$ cat src/rtl/behav_counter_param.sv
// rtl/behav_counter_param.sv - parameterised up/down counter with wrap or saturate at 0..LIMIT
// Optional sticky overflow/underflow flags are built when BEHAV_COUNTER_STICKY_EN is defined.
module behav_counter_param #(
    parameter int unsigned     WIDTH    = 8,
    parameter longint unsigned LIMIT    = (64'd1 << WIDTH) - 64'd1,
    parameter bit              SATURATE = 1'b0
) (
    input  logic             clk,
    input  logic             clear_n,
    input  logic             sync_clr,
    input  logic             load,
    input  logic [WIDTH-1:0] d,
    input  logic             en,
    input  logic             up_down,
    input  logic [WIDTH-1:0] step,
    output logic [WIDTH-1:0] qd,
    output logic             tc,
`ifdef BEHAV_COUNTER_STICKY_EN
    input  logic             flag_clr,
    output logic             ovf,
    output logic             unf,
`endif
    output logic             at_max,
    output logic             at_min
);

    localparam logic [WIDTH-1:0] LIM_W = WIDTH'(LIMIT);
    localparam logic [WIDTH:0]   LIM_X = (WIDTH+1)'(LIMIT);
    localparam logic [WIDTH:0]   MOD_X = LIM_X + (WIDTH+1)'(1);

    logic [WIDTH-1:0] step_eff;
    logic [WIDTH:0]   q_x;
    logic [WIDTH:0]   s_x;
    logic [WIDTH:0]   sum_x;
    logic [WIDTH-1:0] cnt_next;
    logic             cnt_oor;

    // Unsupported steps above LIMIT are clamped so every result stays in 0..LIMIT.
    always_comb begin
        step_eff = (step > LIM_W) ? LIM_W : step;
        q_x      = {1'b0, qd};
        s_x      = {1'b0, step_eff};
        sum_x    = q_x + s_x;
        cnt_next = qd;
        cnt_oor  = 1'b0;
        if (up_down) begin
            if (sum_x > LIM_X) begin
                cnt_oor  = 1'b1;
                cnt_next = SATURATE ? LIM_W : WIDTH'(sum_x - MOD_X);
            end else begin
                cnt_next = WIDTH'(sum_x);
            end
        end else begin
            if (s_x <= q_x) begin
                cnt_next = WIDTH'(q_x - s_x);
            end else begin
                cnt_oor  = 1'b1;
                cnt_next = SATURATE ? '0 : WIDTH'(q_x + MOD_X - s_x);
            end
        end
    end

    always_ff @(posedge clk or negedge clear_n) begin
        if (!clear_n) begin
            qd <= '0;
            tc <= 1'b0;
        end else if (sync_clr) begin
            qd <= '0;
            tc <= 1'b0;
        end else if (load) begin
            qd <= (d > LIM_W) ? LIM_W : d;
            tc <= 1'b0;
        end else if (en) begin
            qd <= cnt_next;
            tc <= cnt_oor;
        end else begin
            tc <= 1'b0;
        end
    end

`ifdef BEHAV_COUNTER_STICKY_EN
    logic count_evt;

    assign count_evt = !sync_clr && !load && en && cnt_oor;

    // A new event in the same cycle as flag_clr wins; sync_clr leaves the flags alone.
    always_ff @(posedge clk or negedge clear_n) begin
        if (!clear_n) begin
            ovf <= 1'b0;
            unf <= 1'b0;
        end else begin
            if (count_evt && up_down) begin
                ovf <= 1'b1;
            end else if (flag_clr) begin
                ovf <= 1'b0;
            end
            if (count_evt && !up_down) begin
                unf <= 1'b1;
            end else if (flag_clr) begin
                unf <= 1'b0;
            end
        end
    end
`endif

    assign at_max = (qd == LIM_W);
    assign at_min = (qd == '0);

endmodule

$ cat config.mk
export PLATFORM = sky130hd
export DESIGN_NAME = behav_counter_param
export DESIGN_NICKNAME = d
export VERILOG_FILES = /design/src/rtl/behav_counter_param.sv
export SDC_FILE = /design/constraint.sdc
export NUM_CORES = 1
export LEC_CHECK = 0
export ABC_AREA = 0
export CELL_PAD_IN_SITES_DETAIL_PLACEMENT = 0
export CELL_PAD_IN_SITES_GLOBAL_PLACEMENT = 1
export CORE_ASPECT_RATIO = 0.6
export CORE_UTILIZATION = 36
export CTS_BUF_LIST = sky130_fd_sc_hd__clkbuf_2 sky130_fd_sc_hd__clkbuf_4 sky130_fd_sc_hd__clkbuf_8
export CTS_CLUSTER_DIAMETER = 80
export DETAILED_ROUTE_END_ITERATION = 7
export PLACE_DENSITY = 0.86
export SETUP_SLACK_MARGIN = 0.3
export SKIP_LAST_GASP = 1
export SLEW_MARGIN = 0
export SYNTH_ARGS = -nofsm -noshare
export SYNTH_HDL_FRONTEND = slang
export SYNTH_SLANG_ARGS = --single-unit
$ cat constraint.sdc
create_clock -name clk -period 2.5 [get_ports clk]
set_clock_uncertainty 0.05 [all_clocks]
set_input_delay 0.375 -clock clk [delete_from_list [all_inputs] [get_ports clk]]
set_output_delay 0.375 -clock clk [all_outputs]
set_load 0.01 [all_outputs]
== After elaboration in Yosys (flattened, before gate mapping) ==
Cells that the tools add are included.

* Reduce and logical (&&, ||, !) cells: 2
* Equality and inequality tests: 1
* Multiplexer cells: 14
* Order comparisons: 4
* Add/subtract/negate cells: 5

{| class="wikitable"
|+ Operators by type and width
! kind !! number
|-
| $mux 8 || 8
|-
| $gt 8x8->1 const B || 2
|-
| $sub 8x8->8 || 2
|-
| $add 8x8->9 || 1
|-
| $gt 9x8->1 const B || 1
|-
| $add 8x1->8 const B || 1
|-
| $eq 8x8->1 const B || 1
|-
| $le 8x8->1 || 1
|-
| $logic_not 8->1 || 1
|-
| $sub 8x1->8 const B || 1
|-
| $mux 1 || 6
|-
| $reduce_bool 3->1 || 1
|}

* Bits of input ports: 22
* Output and inout port bits: 11
* Register bits: 9

== Longest topological paths before layout ==
Gate-level depths: netlist (run 1).

* Word-level depth: 9
* Gate-level depth with buffers: 10

== Worst setup path after synthesis (run 1) ==
Ideal clock, no wire load.

* Path kind: flip-flop to flip-flop
* Start point: register qd[0]
* End point: register tc
* Arrival time: 1.990 ns
* Clock period less this slack: 2.141 ns
* Setup slack: 0.359 ns
* Stages on the path, launching flop included: 11
* Buffers on the path: 0
* Setup time: 0.101 ns
* Path through: dfrtp_1 -> inv_1 -> ha_1 -> inv_1 -> fa_1 -> a21o_1 -> a221oi_2 -> nand2_1 -> a21oi_1 -> nor3b_1 -> nor4_1

* Longest elaborated chain between the ends: 7
* Elaborated cells between the ends (all ways): 9

{| class="wikitable"
|+ RTL lines
! item !! RTL line !! source
|-
| start: declaration || 16 || <nowiki>output logic [WIDTH-1:0] qd,</nowiki>
|-
| start signal: assignment || 71 || <nowiki>qd <= (d > LIM_W) ? LIM_W : d;</nowiki>
|-
| start signal: assignment || 74 || <nowiki>qd <= cnt_next;</nowiki>
|-
| $add 8x8->9 || 43 || <nowiki>sum_x = q_x + s_x;</nowiki>
|-
| $gt 9x8->1 || 47 || <nowiki>if (sum_x > LIM_X) begin</nowiki>
|-
| $mux 1 || 47 ||
|-
| $mux 1 * || 46 || <nowiki>if (up_down) begin</nowiki>
|-
| $mux 1 * || 73 || <nowiki>end else if (en) begin</nowiki>
|-
| $mux 1 * || 70 || <nowiki>end else if (load) begin</nowiki>
|-
| $mux 1 * || 67 || <nowiki>end else if (sync_clr) begin</nowiki>
|-
| end signal: assignment || 75 || <nowiki>tc <= cnt_oor;</nowiki>
|-
| end: declaration || 17 || <nowiki>output logic tc,</nowiki>
|}

Mark *: on every way between the ends. The rest lies on a longest branch, timed or not.
A chain may end at the register's enable or synchronous reset.

== Worst setup path after layout (run 1) ==
Same ends and word-level chain as after synthesis.

==> flow_metrics.py, run 1 <==
metrics = {
    "placement": {
        "hpwlAfterDp_um": 2800,
        "dp.cells": 238,
        "gp_congestion": 0.852,
        "portBuffers": 32,
    },
    "synth": {
        "ys_ff_latch": 9,
        "syn-num-nets": 191,
        "yosysWarningCount": 0,
        "synth_top_area_cell": "dfrtp_1",
        "synth_area_um2": 1200,
        "synth_top_area_share_pct": 18.7,
        "ys_top_cells_by_area": "dfrtp_1, ha_1, a21oi_1",
        "syn_inst": 151,
        "synth-seq-area-share_pct": 18.7,
        "syn_avg_cell_area_um2": 7.97,
        "synthDistinctLibCells": 40,
    },
    "clock_network": {
        "clk_pin_slew_ns": 0.05,
        "cts_buffer_depth": 2,
        "cts_buffers": 3,
        "cts-root-buf": "clkbuf_8",
        "hold_buffers": 0,
        "h-tree-depth": 1,
        "cts_tree": "yes",
        "clk_latency_ns": 0.23,
        "cts_sinks": 9,
    },
    "timing": {
        "fmax_mhz": 464,
        "slew_headroom_pct": 69.9,
        "slew_violations": 0,
        "fin_crit_sh_pct": 86.3,
        "tightest_slew_ns": 0.450,
        "hold_viol_final": 0,
        "finalCriticalPeriod_ns": 2.16,
        "rsz0062_at_grt": "yes",
        "final-setup-viol-count": 0,
        "hold-worst-slack_ns": 0.411,
    },
    "floorplanning": {
        "die_x_um": 76.7,
        "dieArea_um2": 3590,
        "die_height_um": 46.8,
        "core_area_um2": 3020,
        "start_util_pct": 39.8,
        "rows": 15,
        "ioPinCount": 33,
    },
    "route": {
        "drc": 0,
        "ant_nets": 0,
        "drt_wl_total_um": 3510,
        "dr.pass1.iters": 4,
        "wire_per_inst_um": 14.4,
        "vias": 1256,
        "drt_iter0_drc": 42,
        "vias_per_cell": 5.17,
    },
    "finish": {
        "n_antenna_cell": 0,
        "fillers": 261,
        "area_growth_pct": 51.7,
        "drive_above_1_share_pct": 24.9,
        "final_nets": 242,
        "fin_util_pct": 60.4,
        "finalNonFillerCells": 243,
    },
    "setup_path": {
        "end_kind": "register",
        "arrival_ns": 2.23,
        "worst-endpoint-required_ns": 2.57,
        "critPathKind": "register to register",
        "worstPathMaxFanout": 2,
        "crit_path_start_kind": "register",
    },
    "min_path": {
        "hold_class": "input port to asynchronous set/reset pin",
    },
    "global_route": {
        "grt_max_degree": 16,
        "grt_pass1_wl_um": 5420,
        "grt-ovfl-total": 0,
        "grt_pass1_vias": 1085,
        "antenna_found_initial": 0,
        "grt_use_total_pct": 20.4,
    },
    "outcome": {
        "run_status": "finished, final reports clean",
    },
    "power_and_ir_drop": {
        "power_density_nw_per_um2": 409,
        "ir_drop_mv": 0.229,
        "p_leak_uw": 0.000855,
    },
    "flow_run": {
        "cap_violations": 0,
    },
}
[cells in the mapped netlist (all sizes together)]
| library cell | instances |
|---|---|
| a211o | 1 |
| a211oi | 4 |
| a21boi | 1 |
| a21o | 4 |
| a21oi | 16 |
| a221oi | 3 |
| a22oi | 1 |
| a31oi | 2 |
| and3 | 1 |
| buf | 4 |
| clkbuf | 4 |
| dfrtp | 9 |
| fa | 2 |
| ha | 16 |
| inv | 19 |
| mux2i | 2 |
| nand2 | 6 |
| nand2b | 5 |
| nand3 | 3 |
| nand3b | 1 |
| nand4 | 3 |
| nor2 | 10 |
| nor2b | 1 |
| nor3 | 4 |
| nor3b | 4 |
| nor4 | 1 |
| o21a | 1 |
| o21ai | 6 |
| o21bai | 1 |
| o22ai | 5 |
| o31ai | 1 |
| or3 | 2 |
| or4 | 3 |
| xnor2 | 4 |
| xor2 | 1 |
[where the power goes]
| part | switching, uW | total (uW) | internal [uW] |
|---|---|---|---|
| Combinational | 178 | 385 | 208 |
| Clock | 58.4 | 180 | 122 |
| Sequential | 22.4 | 182 | 159 |
[registers in the layout, summed over array words and instances, names as in the netlist]
signal,count
qd,8
tc,1
[worst paths after layout]
kind	from	endpoint	slack (ns)	cells past startpoint
setup / recovery	qd[0]	tc	0.34	10
hold / removal	clear_n	qd[2]	0.41	1
setup reg to reg	qd[0]	tc	0.34	10
hold reg to reg	qd[7]	qd[7]	0.72	3
max in group asynchronous	clear_n	qd[1]	1.66	1
min in group clk	d[2]	qd[2]	0.66	3
[per-layer routing]
| layer | part of all wire, % | up-vias | global-route usage, % |
|---|---|---|---|
| met4 | 0.57 | 0 | 4.62 |
| met3 | 6.7 | 4 | 3.69 |
| met1 | 54 | 568 | 31.8 |
| met5 | 0 | - | 0 |
| met2 | 39 | 45 | 28.6 |
| li1 | - | 639 | - |
[worst max-delay path, stage by stage, from the launching register on]
cell      delay, ns
dfrtp_1        0.39
inv_2          0.08
ha_4           0.14
inv_4          0.03
fa_2           0.32
a21o_1         0.22
a221oi_2       0.31
nand2_1        0.12
a21oi_2        0.13
nor3b_1        0.06
nor4_1         0.20
[placed cells by master (no fill, tap or decap), drive strengths merged, types with 6 or more instances in the layout]
cell type,count
a21oi,16
buf,22
clkdlybuf4s50,26
dfrtp,9
ha,16
inv,19
nand2,6
nor2,10
o21ai,6
[cells by family (layout without fill, tap and decap cells)]
kind of cell	Yosys count	count (layout)	share of synthesized area [%]
buffers and inverters	27	77	10.7
XOR/XNOR	5	5	3.64
AND/OR/NAND/NOR	44	44	20.4
multiplexers	2	2	1.66
flip-flops	9	9	18.7
adder cells (fa/ha/maj)	18	18	20.0
AO/OA/AOI/OAI	46	46	24.9
[metrics by stage]
step                      setup WS, ns  power [uW]  setup TNS [ns]  instance area (um^2)
after floorplan                  0.359         379               0                  1200
after global placement          -0.128         527          -0.360                  1680
after detailed placement        -0.195         531          -0.514                  1680
after CTS                        0.274         728               0                  1770
after global routing             0.238         799               0                  1830
final                            0.344         747               0                  1830
[layout make-up]
type                       count  area [um^2]  area share [%]
multi-input combinational    115          935            51.2
inverter                      19         73.8            4.04
timing repair buffer          54          489            26.8
sequential                     9          226            12.4
tap                           42         52.6            2.88
clock buffer                   4         48.8            2.67
[what timing repair did]
action                                  CTS  global route
setup buffers                             0             1
pin swaps                                 7             5
gates resized for setup                  17            14
endpoints found under the setup margin    7             6
gates cloned                              0             0
hold endpoints to repair                  0             0
No activity file was read; power rests on OpenSTA's default activity.
==> run 2: changes to the inputs <==
--- a/config.mk
+++ b/config.mk
@@ -6,14 +6,13 @@
 export NUM_CORES = 1
 export LEC_CHECK = 0
 export ABC_AREA = 0
-export CELL_PAD_IN_SITES_DETAIL_PLACEMENT = 0
-export CELL_PAD_IN_SITES_GLOBAL_PLACEMENT = 1
 export CORE_ASPECT_RATIO = 0.6
-export CORE_UTILIZATION = 36
+export CORE_MARGIN = 2
+export CORE_UTILIZATION = 40
 export CTS_BUF_LIST = sky130_fd_sc_hd__clkbuf_2 sky130_fd_sc_hd__clkbuf_4 sky130_fd_sc_hd__clkbuf_8
 export CTS_CLUSTER_DIAMETER = 80
 export DETAILED_ROUTE_END_ITERATION = 7
-export PLACE_DENSITY = 0.86
+export PLACE_DENSITY = 0.72
 export SETUP_SLACK_MARGIN = 0.3
 export SKIP_LAST_GASP = 1
 export SLEW_MARGIN = 0
==> run 2 against run 1 <==
Sequential share of layout area barely moved. Power up 1.1%. Core utilization up 3.0 points. Die area fell by 3.0%. Hold slack worse by 0.024 ns. Combinational power barely moved. Design area down 0.27%. Clock-buffer cell count unchanged. Largest power group unchanged. Highest routed layer unchanged.
==> flow_metrics.py, run 2 (synthesis gave the netlist of run 1 again) <==
metrics = {
    "outcome": {
        "run_status": "finished, final reports clean",
    },
    "route": {
        "wire_per_inst_um": 14.5,
        "drt_iter0_drc": 55,
        "drt_wl_total_um": 3500,
        "vias": 1260,
        "vias_per_cell": 5.23,
        "drc": 0,
        "ant_nets": 0,
        "dr.pass1.iters": 4,
    },
    "placement": {
        "gp_congestion": 0.941,
        "portBuffers": 32,
        "hpwlAfterDp_um": 2720,
        "dp.cells": 235,
        "pre_cts_ws_ns": -0.177,
    },
    "power_and_ir_drop": {
        "ir_drop_mv": 0.183,
        "switching_share_pct": 35.0,
        "p_int_uw": 491,
        "p_leak_uw": 0.000825,
        "clockPowerShare_pct": 24.1,
        "power_density_nw_per_um2": 415,
        "p_seq_share_pct": 24.6,
        "power_frac_comb_pct": 51.4,
        "p_switching_uw": 265,
    },
    "setup_path": {
        "critPathLaunch": "step[3]",
        "path_buf_inv": 4,
        "critPathTopFamily": "buffers and inverters",
        "end_kind": "register",
        "worstPathMaxFanout": 6,
        "critPathSlowestCell": "clkdlybuf4s50_1",
        "reg2reg_slack_ns": 0.38,
        "worst-endpoint-required_ns": 2.55,
        "critPathKind": "input port to register",
        "worstRegToRegCells": 10,
        "path_cells": "clkdlybuf4s50_1 -> inv_1 -> ha_4 -> buf_4 -> nand3_1 -> o21a_2 -> buf_4 -> o22ai_1 -> xnor2_1 -> o22ai_1",
        "r2r-start": "qd[0]",
        "worstSetupEndpoint": "qd[5]",
        "arrival_ns": 2.30,
        "slowest_delay_ns": 0.48,
        "r2r_end": "qd[4]",
        "crit_path_start_kind": "input port",
        "cp.depth": 10,
    },
    "clock_network": {
        "cts_buffers": 3,
        "cts-root-buf": "clkbuf_8",
        "clk_pin_slew_ns": 0.05,
        "cts_tree": "yes",
        "hold_buffers": 0,
        "cts_sinks": 9,
        "cts_buffer_depth": 2,
        "clk_latency_ns": 0.23,
        "h-tree-depth": 1,
    },
    "timing": {
        "slew_headroom_pct": 73.2,
        "finalWorstSetupSlack_ns": 0.253,
        "fin_crit_sh_pct": 89.9,
        "slew_violations": 0,
        "finalCriticalPeriod_ns": 2.25,
        "rsz0062_at_grt": "yes",
        "hold_viol_final": 0,
        "final-setup-viol-count": 0,
        "fmax_mhz": 445,
        "tightest_slew_ns": 0.401,
    },
    "finish": {
        "final_nets": 240,
        "layout_commonest_cell": "clkdlybuf4s50_1",
        "drive_above_1_share_pct": 24.6,
        "final_cell_mix": "clkdlybuf4s50_1, buf_4, inv_1",
        "top_register": "qd",
        "largest_register_ffs": 8,
        "n_antenna_cell": 0,
        "finalNonFillerCells": 241,
        "top_regs": "qd: 8 flops, tc: 1 flops",
        "area_growth_pct": 51.2,
        "fin_util_pct": 63.4,
    },
    "floorplanning": {
        "dieArea_um2": 3480,
        "die_x_um": 74.8,
        "rows": 15,
        "ioPinCount": 33,
        "die_height_um": 46.5,
        "core_area_um2": 2870,
        "start_util_pct": 41.9,
    },
    "global_route": {
        "antenna_found_initial": 0,
        "grt_use_total_pct": 21.4,
        "grt_max_degree": 17,
        "grt-ovfl-total": 0,
        "grt_pass1_wl_um": 5490,
        "grt_pass1_vias": 1143,
    },
    "flow_run": {
        "cap_violations": 0,
    },
    "min_path": {
        "hold_class": "input port to asynchronous set/reset pin",
    },
}
run 2: power by group through the flow:
stage          registers (uW)  clock network (uW)  logic [uW]
2_1_floorplan             183                   0         196
3_3_place_gp              183                   0         332
3_5_place_dp              184                   0         342
4_1_cts                   184                 185         357
5_1_grt                   188                 192         422
6_report                  186                 182         388
run 2: worst min-delay path by stage:
stage            start     to  slack, ns
3_3_place_gp   clear_n  qd[7]       0.65
4_1_cts        clear_n  qd[4]       0.40
3_5_place_dp   clear_n  qd[5]       0.65
5_1_grt        clear_n  qd[4]       0.43
2_1_floorplan  clear_n  qd[0]       0.03
6_report       clear_n  qd[4]       0.39
run 2: final cells by class:
type | instances | area, um^2
tap | 42 | 52.6
multi-input combinational | 115 | 951
clock buffer | 4 | 48.8
inverter | 19 | 71.3
sequential | 9 | 226
fill | 239 | 1050
timing repair buffer | 52 | 470
run 2: per-layer routing:
layer  GRT usage (%)  wire [um]  vias up
met1            31.3       1760      565
met4            8.93         63        0
met3            3.50        221        8
li1                -          -      633
met5               0          0        -
met2            30.9       1450       54
run 2: through the flow:
| stage | total power (uW) | hold slack (ns) | setup TNS (ns) | instance area [um^2] |
|---|---|---|---|---|
| 2_1_floorplan | 379 | 0.0294 | 0 | 1200 |
| 3_5_place_dp | 526 | 0.647 | -0.589 | 1650 |
| 3_3_place_gp | 516 | 0.652 | -0.298 | 1650 |
| 6_report | 756 | 0.387 | 0 | 1820 |
| 5_1_grt | 802 | 0.433 | 0 | 1820 |
| 4_1_cts | 727 | 0.399 | 0 | 1750 |
run 2: repair_timing:
item / 4_1_cts / 5_1_grt
gates resized for setup: 11 / 17
endpoints found under the setup margin: 6 / 6
setup buffers: 0 / 2
pin swaps: 5 / 11
==> run 3: changes to the inputs <==
--- a/config.mk
+++ b/config.mk
@@ -9,7 +9,6 @@
 export CORE_ASPECT_RATIO = 0.6
 export CORE_MARGIN = 2
 export CORE_UTILIZATION = 40
-export CTS_BUF_LIST = sky130_fd_sc_hd__clkbuf_2 sky130_fd_sc_hd__clkbuf_4 sky130_fd_sc_hd__clkbuf_8
 export CTS_CLUSTER_DIAMETER = 80
 export DETAILED_ROUTE_END_ITERATION = 7
 export PLACE_DENSITY = 0.72
==> run 3 against run 2 <==
Power down 2.2%. First-iteration DRC count up 25%. Highest routed layer unchanged. Clock power down 5%. Combinational power down 2%. Die area unchanged. Wire length down 3.7%. Core utilization down 0.35 points. Largest power group unchanged. Worst setup slack better by 0.014 ns. Critical path depth down 1. Via count up 0.32%. Global-route usage down 0.23 points.
==> flow_metrics.py, run 3 (synthesis gave the netlist of run 1 again) <==
metrics = {
    "clock_network": {
        "clk_pin_slew_ns": 0.05,
        "clk_latency_ns": 0.24,
        "cts_tree": "yes",
        "cts-root-buf": "clkbuf_8",
        "hold_buffers": 0,
        "cts_buffer_depth": 2,
        "cts_buffers": 3,
        "cts_sinks": 9,
        "h-tree-depth": 1,
    },
    "global_route": {
        "grt_pass1_vias": 1130,
        "grt_pass1_wl_um": 5430,
        "grt-ovfl-total": 0,
        "grt_max_degree": 17,
        "antenna_found_initial": 0,
        "grt_use_total_pct": 21.1,
    },
    "route": {
        "ant_nets": 0,
        "drt_wl_total_um": 3370,
        "drt_iter0_drc": 69,
        "drc": 0,
        "dr.pass1.iters": 4,
        "vias_per_cell": 5.24,
        "vias": 1264,
        "wire_per_inst_um": 14.0,
    },
    "power_and_ir_drop": {
        "p_switching_uw": 261,
        "ir_drop_mv": 0.183,
        "p_int_uw": 478,
        "total_power_uw": 739,
        "power_frac_comb_pct": 51.5,
        "switching_share_pct": 35.3,
        "power_density_nw_per_um2": 408,
        "p_seq_share_pct": 25.1,
        "clockPowerShare_pct": 23.4,
        "p_leak_uw": 0.000821,
    },
    "floorplanning": {
        "ioPinCount": 33,
        "dieArea_um2": 3480,
        "core_area_um2": 2870,
        "die_height_um": 46.5,
        "rows": 15,
        "die_x_um": 74.8,
        "start_util_pct": 41.9,
    },
    "flow_run": {
        "cap_violations": 0,
    },
    "finish": {
        "largest_register_ffs": 8,
        "n_antenna_cell": 0,
        "top_regs": "qd: 8 flops, tc: 1 flops",
        "area_growth_pct": 50.4,
        "fin_util_pct": 63.1,
        "final_cell_mix": "clkdlybuf4s50_1, buf_4, inv_1",
        "drive_above_1_share_pct": 23.6,
        "final_nets": 240,
        "fillers": 242,
        "layout_commonest_cell": "clkdlybuf4s50_1",
        "finalInstanceArea_um2": 1810,
        "top_register": "qd",
    },
    "setup_path": {
        "worstPathMaxFanout": 6,
        "worstSetupEndpoint": "qd[7]",
        "crit_path_start_kind": "input port",
        "reg2reg_slack_ns": 0.40,
        "arrival_ns": 2.35,
        "worst-endpoint-required_ns": 2.62,
        "critPathLaunch": "step[3]",
        "r2r-start": "qd[0]",
        "worstRegToRegCells": 10,
        "r2r_end": "qd[4]",
        "critPathKind": "input port to register",
        "end_kind": "register",
    },
    "timing": {
        "final-setup-viol-count": 0,
        "fmax_mhz": 448,
        "tightest_slew_ns": 0.415,
        "hold_viol_final": 0,
        "setup_tns_ns": 0,
        "finalCriticalPeriod_ns": 2.23,
        "fin_crit_sh_pct": 89.3,
        "slew_violations": 0,
        "slew_headroom_pct": 72.3,
        "rsz0062_at_grt": "yes",
    },
    "placement": {
        "hpwlAfterDp_um": 2720,
        "place_area_um2": 1650,
        "gp_congestion": 0.941,
        "portBuffers": 32,
    },
    "outcome": {
        "run_status": "finished, final reports clean",
    },
    "min_path": {
        "hold_class": "input port to asynchronous set/reset pin",
    },
}
## run 3: cell count changes in the layout (fill, tap and decap cells not counted)
cell / before / now
a21oi_1: 15 / 14
a21oi_2: 1 / 2
clkbuf_1: 0 / 1
clkbuf_4: 1 / 0
inv_1: 16 / 17
inv_2: 3 / 2
nor3_2: 0 / 1
nor3_4: 1 / 0
o21ai_1: 1 / 2
o21ai_2: 3 / 2
## run 3: power groups by stage
| stage | Sequential, uW | Clock [uW] | Combinational (uW) |
|---|---|---|---|
| final | 185 | 173 | 381 |
| after global routing | 188 | 181 | 417 |
| after CTS | 184 | 175 | 358 |
| after detailed placement | 184 | 0 | 342 |
| after global placement | 183 | 0 | 332 |
| after floorplan | 183 | 0 | 196 |
## run 3: critical path: stages
cell and delay [ns]:
clkdlybuf4s50_1 0.48, inv_1 0.08, ha_4 0.27, a21o_1 0.17
a21oi_2 0.15, o21a_2 0.15, nor3_1 0.06, or4_1 0.53
nand3_1 0.09
## run 3: worst min-delay path by stage
stage	from	endpoint	cells past startpoint	slack, ns
after floorplan	clear_n	qd[0]	0	0.03
after global placement	clear_n	qd[7]	1	0.65
after detailed placement	clear_n	qd[5]	1	0.65
after CTS	clear_n	qd[4]	1	0.40
after global routing	clear_n	qd[4]	1	0.43
final	clear_n	qd[4]	1	0.39
## run 3: layer usage
layer  vias up  track usage, %  routed length [um]
met2        56            30.4                1360
met4         0            8.93                  59
met5         -               0                   0
met3         8            3.50                 221
met1       567            31.1                1730
li1        633               -                   -
## run 3: layout make-up
type / instances / area (um^2) / share of cell area, %
Timing Repair Buffer: 52 / 470 / 26.0
Multi-Input combinational cell: 115 / 945 / 52.2
Sequential cell: 9 / 226 / 12.5
Inverter: 19 / 71.3 / 3.94
Tap cell: 42 / 52.6 / 2.90
Clock buffer: 4 / 45.0 / 2.49
## run 3: repair_timing
item	in CTS	in global routing
resized for setup	12	14
pin swaps	5	8
endpoints found under the setup margin	6	6
gates cloned	0	0
buffers inserted	0	2
## run 3: per-stage QoR
stage | hold WS (ns) | setup WS, ns | cells
6_report | 0.391 | 0.267 | 241
5_1_grt | 0.433 | 0.207 | 241
4_1_cts | 0.399 | 0.242 | 239
3_5_place_dp | 0.647 | -0.177 | 235
3_3_place_gp | 0.652 | -0.114 | 235
2_1_floorplan | 0.0294 | 0.359 | 151
